--- config.mk ---
export PLATFORM = sky130hd
export DESIGN_NAME = alu_rr_arbiter
export DESIGN_NICKNAME = d
export VERILOG_FILES = /design/src/rtl/alu_arb_pkg.sv /design/src/rtl/alu.sv /design/src/rtl/rr_arbiter.sv /design/src/rtl/alu_rr_arbiter.sv
export SDC_FILE = /design/constraint.sdc
export NUM_CORES = 1
export LEC_CHECK = 0
export ABC_CLOCK_PERIOD_IN_PS = 3600
export CAP_MARGIN = 20
export CORE_AREA = 2 2 97 99
export DETAILED_ROUTE_END_ITERATION = 6
export DIE_AREA = 0 0 99 101
export PLACE_DENSITY = 0.87
export SETUP_SLACK_MARGIN = 0.05
export SYNTH_ARGS = -nofsm -noshare
export SYNTH_HDL_FRONTEND = slang
export SYNTH_SLANG_ARGS = --single-unit
--- constraint.sdc ---
create_clock -name clk -period 3.6 [get_ports clk]
set_input_delay 0.36 -clock clk [delete_from_list [all_inputs] [get_ports clk]]
set_output_delay 0.36 -clock clk [all_outputs]
set_load 0.03 [all_outputs]
--- src/rtl/alu_arb_pkg.sv ---
// Shared types and widths for the round-robin ALU arbiter slice.
package alu_arb_pkg;

  localparam int ALU_W  = 8;
  localparam int MODE_W = 4;

  typedef enum logic [1:0] {IDLE, EXEC, RESP} arb_state_t;

  // Opcode map of the shared alu; the arbiter itself never decodes these.
  typedef enum logic [3:0] {
    OP_ADD  = 4'd0,
    OP_SUB  = 4'd1,
    OP_AND  = 4'd2,
    OP_OR   = 4'd3,
    OP_XOR  = 4'd4,
    OP_NOTA = 4'd5,
    OP_SHL  = 4'd6,
    OP_SHR  = 4'd7,
    OP_INC  = 4'd8,
    OP_DEC  = 4'd9,
    OP_NAND = 4'd10,
    OP_NOR  = 4'd11,
    OP_XNOR = 4'd12,
    OP_ROL  = 4'd13,
    OP_ROR  = 4'd14,
    OP_PASB = 4'd15
  } alu_op_t;

endpackage

--- src/rtl/alu.sv ---
// Combinational 8-bit ALU shared by all requesters; cout is carry, borrow or
// the bit shifted out, depending on the opcode.
module alu
  import alu_arb_pkg::*;
(
  input  logic [ALU_W-1:0]  in_a,
  input  logic [ALU_W-1:0]  in_b,
  input  logic [MODE_W-1:0] in_mode,
  output logic [ALU_W-1:0]  out_alu,
  output logic              cout
);

  logic [ALU_W:0] wide;

  always_comb begin
    out_alu = '0;
    cout    = 1'b0;
    wide    = '0;
    case (alu_op_t'(in_mode))
      OP_ADD: begin
        wide    = {1'b0, in_a} + {1'b0, in_b};
        out_alu = wide[ALU_W-1:0];
        cout    = wide[ALU_W];
      end
      // Bit 8 of the 9-bit difference is the borrow.
      OP_SUB: begin
        wide    = {1'b0, in_a} - {1'b0, in_b};
        out_alu = wide[ALU_W-1:0];
        cout    = wide[ALU_W];
      end
      OP_AND:  out_alu = in_a & in_b;
      OP_OR:   out_alu = in_a | in_b;
      OP_XOR:  out_alu = in_a ^ in_b;
      OP_NOTA: out_alu = ~in_a;
      OP_SHL: begin
        out_alu = {in_a[ALU_W-2:0], 1'b0};
        cout    = in_a[ALU_W-1];
      end
      OP_SHR: begin
        out_alu = {1'b0, in_a[ALU_W-1:1]};
        cout    = in_a[0];
      end
      OP_INC: begin
        wide    = {1'b0, in_a} + (ALU_W+1)'(1);
        out_alu = wide[ALU_W-1:0];
        cout    = wide[ALU_W];
      end
      OP_DEC: begin
        wide    = {1'b0, in_a} - (ALU_W+1)'(1);
        out_alu = wide[ALU_W-1:0];
        cout    = wide[ALU_W];
      end
      OP_NAND: out_alu = ~(in_a & in_b);
      OP_NOR:  out_alu = ~(in_a | in_b);
      OP_XNOR: out_alu = ~(in_a ^ in_b);
      OP_ROL: begin
        out_alu = {in_a[ALU_W-2:0], in_a[ALU_W-1]};
        cout    = in_a[ALU_W-1];
      end
      OP_ROR: begin
        out_alu = {in_a[0], in_a[ALU_W-1:1]};
        cout    = in_a[0];
      end
      OP_PASB: out_alu = in_b;
      default: out_alu = '0;
    endcase
  end

endmodule

--- src/rtl/rr_arbiter.sv ---
// Combinational round-robin picker: first set req bit at or after ptr,
// wrapping modulo N; returns one-hot grant and its index.
module rr_arbiter #(
  parameter  int N     = 4,
  localparam int IDX_W = $clog2(N)
) (
  input  logic [N-1:0]     req,
  input  logic [IDX_W-1:0] ptr,
  output logic [N-1:0]     grant,
  output logic [IDX_W-1:0] grant_idx,
  output logic             any_grant
);

  logic [IDX_W:0]   sum;
  logic [IDX_W-1:0] idx;

  always_comb begin
    grant     = '0;
    grant_idx = '0;
    any_grant = 1'b0;
    sum       = '0;
    idx       = '0;
    // One extra bit holds ptr+k before the modulo fold.
    for (int k = 0; k < N; k++) begin
      sum = {1'b0, ptr} + (IDX_W+1)'(k);
      if (sum >= (IDX_W+1)'(N)) begin
        sum = sum - (IDX_W+1)'(N);
      end
      idx = sum[IDX_W-1:0];
      if (!any_grant && req[idx]) begin
        any_grant  = 1'b1;
        grant[idx] = 1'b1;
        grant_idx  = idx;
      end
    end
  end

endmodule

--- src/rtl/alu_rr_arbiter.sv ---
// Round-robin sharing of one alu between NUM_REQ valid/ready requesters,
// with registered operands and a single id-tagged response channel.
module alu_rr_arbiter
  import alu_arb_pkg::*;
#(
  parameter  int NUM_REQ = 4,
  localparam int ID_W    = $clog2(NUM_REQ)
) (
  input  logic                      clk,
  input  logic                      rst_n,
  input  logic [NUM_REQ-1:0]        req_valid,
  output logic [NUM_REQ-1:0]        req_ready,
  input  logic [NUM_REQ*ALU_W-1:0]  req_a,
  input  logic [NUM_REQ*ALU_W-1:0]  req_b,
  input  logic [NUM_REQ*MODE_W-1:0] req_mode,
  output logic                      rsp_valid,
  input  logic                      rsp_ready,
  output logic [ID_W-1:0]           rsp_id,
  output logic [ALU_W-1:0]          rsp_data,
  output logic                      rsp_cout,
  output logic                      busy
);

  arb_state_t state, state_next;

  logic [ID_W-1:0]    rr_ptr, ptr_next, grant_idx, op_id;
  logic [NUM_REQ-1:0] grant;
  logic               any_grant;
  logic [ALU_W-1:0]   op_a, op_b, alu_out;
  logic [MODE_W-1:0]  op_mode;
  logic               alu_cout;

  logic [ALU_W-1:0]   a_slice [NUM_REQ];
  logic [ALU_W-1:0]   b_slice [NUM_REQ];
  logic [MODE_W-1:0]  m_slice [NUM_REQ];

  for (genvar i = 0; i < NUM_REQ; i++) begin : g_unpack
    assign a_slice[i] = req_a[i*ALU_W +: ALU_W];
    assign b_slice[i] = req_b[i*ALU_W +: ALU_W];
    assign m_slice[i] = req_mode[i*MODE_W +: MODE_W];
  end

  rr_arbiter #(.N(NUM_REQ)) u_rr (
    .req       (req_valid),
    .ptr       (rr_ptr),
    .grant     (grant),
    .grant_idx (grant_idx),
    .any_grant (any_grant)
  );

  alu u_alu (
    .in_a    (op_a),
    .in_b    (op_b),
    .in_mode (op_mode),
    .out_alu (alu_out),
    .cout    (alu_cout)
  );

  assign ptr_next = (grant_idx == ID_W'(NUM_REQ-1)) ? '0 : grant_idx + ID_W'(1);
  assign busy     = (state != IDLE);

  // Grant is offered only from IDLE and never while reset is asserted.
  always_comb begin
    state_next = state;
    req_ready  = '0;
    case (state)
      IDLE: begin
        if (any_grant) begin
          req_ready  = rst_n ? grant : '0;
          state_next = EXEC;
        end
      end
      EXEC: state_next = RESP;
      RESP: begin
        if (rsp_ready) begin
          state_next = IDLE;
        end
      end
      default: state_next = IDLE;
    endcase
  end

  always_ff @(posedge clk) begin
    if (!rst_n) begin
      state     <= IDLE;
      rr_ptr    <= '0;
      op_a      <= '0;
      op_b      <= '0;
      op_mode   <= '0;
      op_id     <= '0;
      rsp_valid <= 1'b0;
      rsp_id    <= '0;
      rsp_data  <= '0;
      rsp_cout  <= 1'b0;
    end else begin
      state <= state_next;
      case (state)
        IDLE: begin
          if (any_grant) begin
            op_a    <= a_slice[grant_idx];
            op_b    <= b_slice[grant_idx];
            op_mode <= m_slice[grant_idx];
            op_id   <= grant_idx;
            rr_ptr  <= ptr_next;
          end
        end
        EXEC: begin
          rsp_data  <= alu_out;
          rsp_cout  <= alu_cout;
          rsp_id    <= op_id;
          rsp_valid <= 1'b1;
        end
        RESP: begin
          if (rsp_ready) begin
            rsp_valid <= 1'b0;
          end
        end
        default: rsp_valid <= 1'b0;
      endcase
    end
  end

endmodule

After elaboration in Yosys (flattened, before gate mapping)
Cells that the tools add are included.

word-level totals
  register bits after elaboration = 38
  input bits = 87
  output and inout bits = 17
  logic and storage cells = 137

cells by class
  $add $sub $neg = 12
  order comparisons = 13
  equal/unequal tests = 20
  multiplexer cells = 52
  bitwise logic cells = 12
  reduce and logical (&&, ||, !) cells = 18

operators with widths
  cell                   count
  $pmux W8 S16           1
  $mux W4                9
  $bmux W8 S2            2
  $eq A4 B4 Y1 const B   8
  $mux W8                4
  $not A8 Y8             4
  $mux W2                11
  $eq A4 B3 Y1 const B   4
  $mux W1                13
  $ge A3 B3 Y1 const B   4
  $lt A2 B3 Y1 const B   4
  $or A4 B4 Y4           3
  $add A8 B1 Y9 const B  1
  $add A8 B8 Y9          1
  $sub A8 B1 Y9 const B  1
  $sub A8 B8 Y9          1
  $and A8 B8 Y8          1
  $bmux W1 S2            4
  $bmux W4 S2            1
  $demux W1 S2           4
  $eq A4 B2 Y1 const B   2
  $ge A2 B1 Y1 const B   4
  $or A8 B8 Y8           1
  $sub A2 B1 Y2 const B  4
  other kinds (21)       35

Longest topological paths before layout
  depth after elaboration = 18
  gate-level depth with buffers = 13
  depth with buffers taken out = 11

By module
From an unflattened synthesis, not the netlist that was laid out.

second synthesis, totals
  cell total of the unflattened synthesis = 523
  area, all modules = 4435.5 um^2

modules (own cells, without submodules)
  module          times used  cells an instance  area each (um^2)  seq. area each (um^2)
  alu             1           330                2182.1            0.0
  alu_rr_arbiter  1           148                1834.3            760.7
  rr_arbiter      1           45                 419.2             0.0

Worst setup path after synthesis
No wires, ideal clock.

  kind = reg2reg
  start point = register rr_ptr[0]
  end point = register op_a[0]
  library setup time = 128 ps
  arrival time = 2822 ps
  required time = 3472 ps
  setup slack = 650 ps
  stages on the path, launching flop included = 13
  buffers on the path = 3
  period minus slack after synthesis = 2950 ps
  path through = dfxtp_1 buf_4 inv_1 ha_1 buf_6 mux4_2 nor2b_4 o21ai_2 o31ai_4 buf_6 mux2_2 a22oi_1 o21ai_1

on the way
  longest elaborated chain between the ends = 18
  elaborated cells on any way between the ends = 42

RTL lines
  item                                                    line                   text
  from (decl)                                             alu_rr_arbiter.sv:26   logic [ID_W-1:0] rr_ptr, ptr_next, grant_idx, op_id;
  from (signal assigned)                                  alu_rr_arbiter.sv:104  rr_ptr <= ptr_next;
  branches (longest 18 deep; another with $add A2 B1 Y3)  --
  to (signal assigned)                                    alu_rr_arbiter.sv:100  op_a <= a_slice[grant_idx];
  to (decl)                                               alu_rr_arbiter.sv:29   logic [ALU_W-1:0] op_a, op_b, alu_out;

Parallel ways; which one is timed is not known. The select of a mux whose other input is x is not followed.
A chain may end at the register's enable or synchronous reset.

Worst setup path after layout
  start point = register rr_ptr[1]
  end point = output port req_ready[0]

on the way
  longest elaborated chain between the ends = 17
  elaborated cells on any way between the ends = 63

RTL lines
  item                                                    line                  text
  branches (longest 15 deep; another with $add A2 B1 Y3)  --
  $mux W4 *                                               alu_rr_arbiter.sv:68  if (any_grant) begin
  $mux W4 *                                               alu_rr_arbiter.sv:66  case (state)
  to (decl)                                               alu_rr_arbiter.sv:12  output logic [NUM_REQ-1:0] req_ready,

Mark *: on every way between the ends. The select of a mux whose other input is x is not followed.

==> results.toml <==
[status]
outcome = "finished clean"

[sta]
hold_viol = 0
slew_viol_final = 0
setup_violations = 0
fin_hold_ws_ns = 0.466
max_slew.worst_pin.slew_ns = 0.993
max_slew_margin = 0.337
min_period_ns = 3.08
finalSetupTns_ns = 0
rsz0062_at_grt = "no"
fin_skew_ns = 0.00883
max_freq_mhz = 324
finalCritPeriodShare = 0.856

[drt]
vias = 5015
drt-initial-drc-count = 624
drc = 0
dr_wl_met2_mm = 6.57
dr.pass1.iters = 5
wl_met3_mm = 1.53
post_drt_wl_per_cell_um = 18.4
antenna_left = 0
top_layer = "met4"
drt-met1-wl_mm = 6.04
wirelength_mm = 14.5
routed_via_density = 6.35

[synth]
yosys_register_bits = 38
synth_warnings = 0
synth_edf_count = 0
syn_area_mm2 = 0.00457
synth.mux.area_fraction = 0.128
synth_ff_type = "dfxtp_1"
synth_top_family_by_area = "compound AO/OA/AOI/OAI gates"
synth-xor-area-share = 0.0211
synthSimpleGateAreaFrac = 0.187
ys_types = 74
ys_seq_area_frac = 0.167
synth_compound_area_frac = 0.306
synthAdderAreaFrac = 0.105
syn_inst = 599
synth.avg_cell_area_um2 = 7.62
async_flop_share = 0
synth_nets = 723

[clocking]
post-cts-setup-buffers = 0
cts_hold_buf = 0
cts_buffers = 5
cts.sinks = 38
h-tree-depth = 2
cts_tree = "done"
cts_root_buffer = "clkbuf_8"
clk_latency_ns = 0.30
clk_path_buf_depth = 2
clkTransAtPathRegs_ns = 0.08

[floorplanning]
rows = 35
dieHeight_um = 101
die_w_um = 99
core_region_area_mm2 = 0.00898
io_pins = 104
start_util = 0.509
die_area_mm2 = 0.0100

[critical_path]
cp.arrival_ns = 2.72
crit_slowest_cell = "mux4_2"
crit_family = "multiplexers"
crit_chain = "inv_1 -> ha_2 -> mux4_2 -> nor2b_4 -> a22oi_1 -> nor2_1 -> a221oi_1 -> nor2_1 -> dlymetal6s2s_1"
cp-start-kind = "flop"
r2r_start = "rr_ptr[1]"
critPathMaxFanout = 9
crit_path_end_kind = "primary output"
crit_type = "reg2out"
r2r_setup_slack_ns = 0.59
reg2reg_depth = 10
worst-path-buf-inv = 2
cp_common_cell = "nor2_1"
r2r_end = "op_b[7]"
cpPeakStageDelay_ns = 0.63
critPathRequiredTime_ns = 3.24

[placed_design]
gp_congestion = 0.985
io_buffers = 103
hpwlAfterDp_mm = 11.1
dpl-instance-area_mm2 = 0.00564

[final_layout]
layout-drive-gt1-share = 0.0928
layout_common_cells = "99 x clkdlybuf4s50_1, 46 x nand2_1, 41 x nor2_1"
nets = 802
areaGrowthSynthToFinish_pct = 25.9
final_common_cell = "clkdlybuf4s50_1"
diodes = 0
utilization = 0.640
final_area_mm2 = 0.00575

[grt]
first_global_vias = 4758
grt_antenna_before_repair = 1
grt_first_pass_wirelength_mm = 23.4
grt_max_degree = 39
gr-total-overflow = 0
grtUsageTotal = 0.286

[hold_path]
hold_path_end = "rsp_id[0]"
hold_class = "reg2reg"
worstHoldStart = "rsp_id[0]"
holdPathStages = 2

[pwr]
leakagePower_nw = 2.22
internal-power_mw = 2.21
power.clock.fraction = 0.070
peakVddDrop_v = 0.000365
combPwrFrac = 0.765
switchingPower_mw = 2.44
power_frac_seq = 0.165
p_total_mw = 4.65
power.density_mw_per_mm2 = 808
swShare = 0.525

[flow_run]
drv_cap = 0
Yosys cell counts (4+ instances only):
master | instances | area, um2
mux2i_1 | 29 | 290
o211ai_1 | 5 | 37.5
and3_1 | 4 | 25.0
nor2b_1 | 11 | 68.8
o221ai_1 | 5 | 43.8
clkbuf_1 | 37 | 139
a211oi_1 | 6 | 45.0
a221oi_1 | 5 | 43.8
o21ai_1 | 18 | 90.1
o21ai_0 | 37 | 185
a22oi_1 | 33 | 248
o2111ai_1 | 4 | 35.0
nor3_1 | 12 | 60.1
buf_6 | 5 | 56.3
a221o_1 | 4 | 40.0
ha_1 | 35 | 438
xor2_1 | 5 | 43.8
mux2_2 | 20 | 225
dfxtp_1 | 38 | 761
and2_1 | 4 | 25.0
nand3_1 | 16 | 80.1
a21boi_0 | 4 | 30.0
nor2_1 | 41 | 154
nand2b_1 | 11 | 68.8
o22ai_1 | 14 | 87.6
o31ai_1 | 5 | 37.5
inv_1 | 27 | 101
xnor2_1 | 6 | 52.6
nand2_1 | 46 | 173
a21o_1 | 4 | 30.0
a31oi_1 | 11 | 68.8
nor3b_1 | 6 | 45.0
a21oi_1 | 23 | 115
buf_2 | 7 | 35.0
nor4_1 | 5 | 31.3
per-stage QoR:
step	instances	worst slack, ns
6_report	790	0.518
5_1_grt	790	0.341
4_1_cts	789	0.0995
3_5_place_dp	781	0.392
3_3_place_gp	781	0.500
2_1_floorplan	599	0.650
metal layers:
| layer | track usage | vias to the layer above |
|---|---|---|
| met5 | 0 | - |
| met4 | 0.113 | 0 |
| met3 | 0.0513 | 37 |
| met2 | 0.450 | 303 |
| met1 | 0.388 | 2295 |
| li1 | - | 2380 |
registers in the layout (all words and copies together), names as in the netlist:
register   cells
op_a           8
op_b           8
rsp_data       8
op_mode        4
op_id          2
rr_ptr         2
rsp_id         2
state          2
rsp_cout       1
rsp_valid      1
power groups by stage:
stage	logic [mW]	clock network (mW)	registers, mW
2_1_floorplan	2.64	0	0.746
3_3_place_gp	3.41	0	0.757
3_5_place_dp	3.46	0	0.767
4_1_cts	3.48	0.326	0.756
5_1_grt	3.86	0.345	0.782
6_report	3.55	0.326	0.767
logic make-up (layout without fill, tap and decap cells):
family / Yosys count / count (layout)
buffers and inverters: 84 / 164
multiplexers: 52 / 52
AO/OA/AOI/OAI: 206 / 206
XOR/XNOR: 11 / 11
adder cells (fa/ha/maj): 37 / 37
flip-flops: 38 / 38
AND/OR/NAND/NOR: 171 / 171
cell type report:
class / count / area (um2)
multi-input cells: 477 / 3410
clock inverters: 2 / 12.5
well taps: 111 / 139
repair buffers: 128 / 1240
inverters: 28 / 105
fillers: 765 / 3230
clock buffers: 6 / 82.6
flip-flops and latches: 38 / 761
worst min-delay path, cell delays in order (launching register included):
cell      delay (ns)
dfxtp_1         0.31
nand2_1         0.04
a21boi_0        0.07
what timing repair did:
action / in CTS / in global routing
resized for setup: 0 / 5
endpoints found under the setup margin: 0 / 4
endpoints found under the hold margin: 0 / 0
worst max-delay path by stage:
stage,slack [ns],cells after the start,endpoint,start
2_1_floorplan,0.65,12,op_a[0],rr_ptr[0]
3_3_place_gp,0.50,9,req_ready[0],rr_ptr[0]
3_5_place_dp,0.39,7,req_ready[2],req_valid[2]
4_1_cts,0.1,9,req_ready[3],rr_ptr[1]
5_1_grt,0.34,9,req_ready[3],rr_ptr[1]
6_report,0.52,9,req_ready[0],rr_ptr[1]
(Power assumes the default switching activity.)
==> variant (config.mk and constraints unchanged) <==
`NUM_REQ`: 4 -> 16.
--- a/src/rtl/alu_rr_arbiter.sv
+++ b/src/rtl/alu_rr_arbiter.sv
@@ -3,7 +3,7 @@
 module alu_rr_arbiter
   import alu_arb_pkg::*;
 #(
-  parameter  int NUM_REQ = 4,
+  parameter  int NUM_REQ = 16,
   localparam int ID_W    = $clog2(NUM_REQ)
 ) (
   input  logic                      clk,
Interface: changed (6 resized); port bits go from 104 to 370. No check against the original RTL was run, so the function may have changed too.
==> variant against the unedited design <==
- the flow now stops in global placement without I/O (3_1_place_gp_skip_io)
- area after synthesis is 140% higher
==> variant: results (changes against the unedited design) <==
* Top cell types by occurrence after synthesis: sky130_fd_sc_hd__nand2_1 (355), sky130_fd_sc_hd__a21oi_1 (128), sky130_fd_sc_hd__nand3_1 (125)
- Post-Syn Nets: 2,042 (+180%)
- The count of unique library cells instantiated by Yosys was 96 (+30%).
* Gate count of the mapped netlist: 1,661 (+180%)
- First error message: [ERROR GPL-0301] Utilization 148.307 % exceeds 100%.
* Top cells by area in the synthesized netlist: sky130_fd_sc_hd__nand2_1 (12%), sky130_fd_sc_hd__dfxtp_1 (8.1%), sky130_fd_sc_hd__mux2i_1 (7.1%)
- The share of synthesized area occupied by flip-flops and latches is 8.06% (-8.6 points).
- Number of synthesis warnings: 0 (unchanged)
- Outcome: stopped before the end
* Fraction of registers with async set or reset after synthesis: 0% (unchanged)
- The number of storage elements in the synthesis netlist was 44 (+16%).
- Failing step: global placement without I/O (3_1_place_gp_skip_io)
- Most common flop cell mapped by yosys: sky130_fd_sc_hd__dfxtp_1
==> variant: cell types whose count changed after synthesis, moves of 19 or more <==
cell	change
sky130_fd_sc_hd__a211oi_1	+22
sky130_fd_sc_hd__a21oi_1	+105
sky130_fd_sc_hd__a22oi_1	-19
sky130_fd_sc_hd__a311oi_1	+19
sky130_fd_sc_hd__buf_2	+24
sky130_fd_sc_hd__clkbuf_1	+53
sky130_fd_sc_hd__mux2i_1	+48
sky130_fd_sc_hd__mux4_2	+19
sky130_fd_sc_hd__nand2_1	+309
sky130_fd_sc_hd__nand3_1	+109
sky130_fd_sc_hd__nor2_1	+39
sky130_fd_sc_hd__nor3_1	+26
sky130_fd_sc_hd__o21ai_0	+26
sky130_fd_sc_hd__o22ai_1	+32
==> variant: logic make-up after synthesis <==
| group | after synthesis | share of synthesized area (%) |
|---|---|---|
| and+or+nand+nor | 721 | 30.4 |
| AOI/OAI and AO/OA | 510 | 32.3 |
| buffers and inverters | 190 | 7.53 |
| muxes | 124 | 14.1 |
| DFF | 44 | 8.06 |
| adders and majority gates | 42 | 4.95 |
| xor gates and xnor gates | 30 | 2.61 |
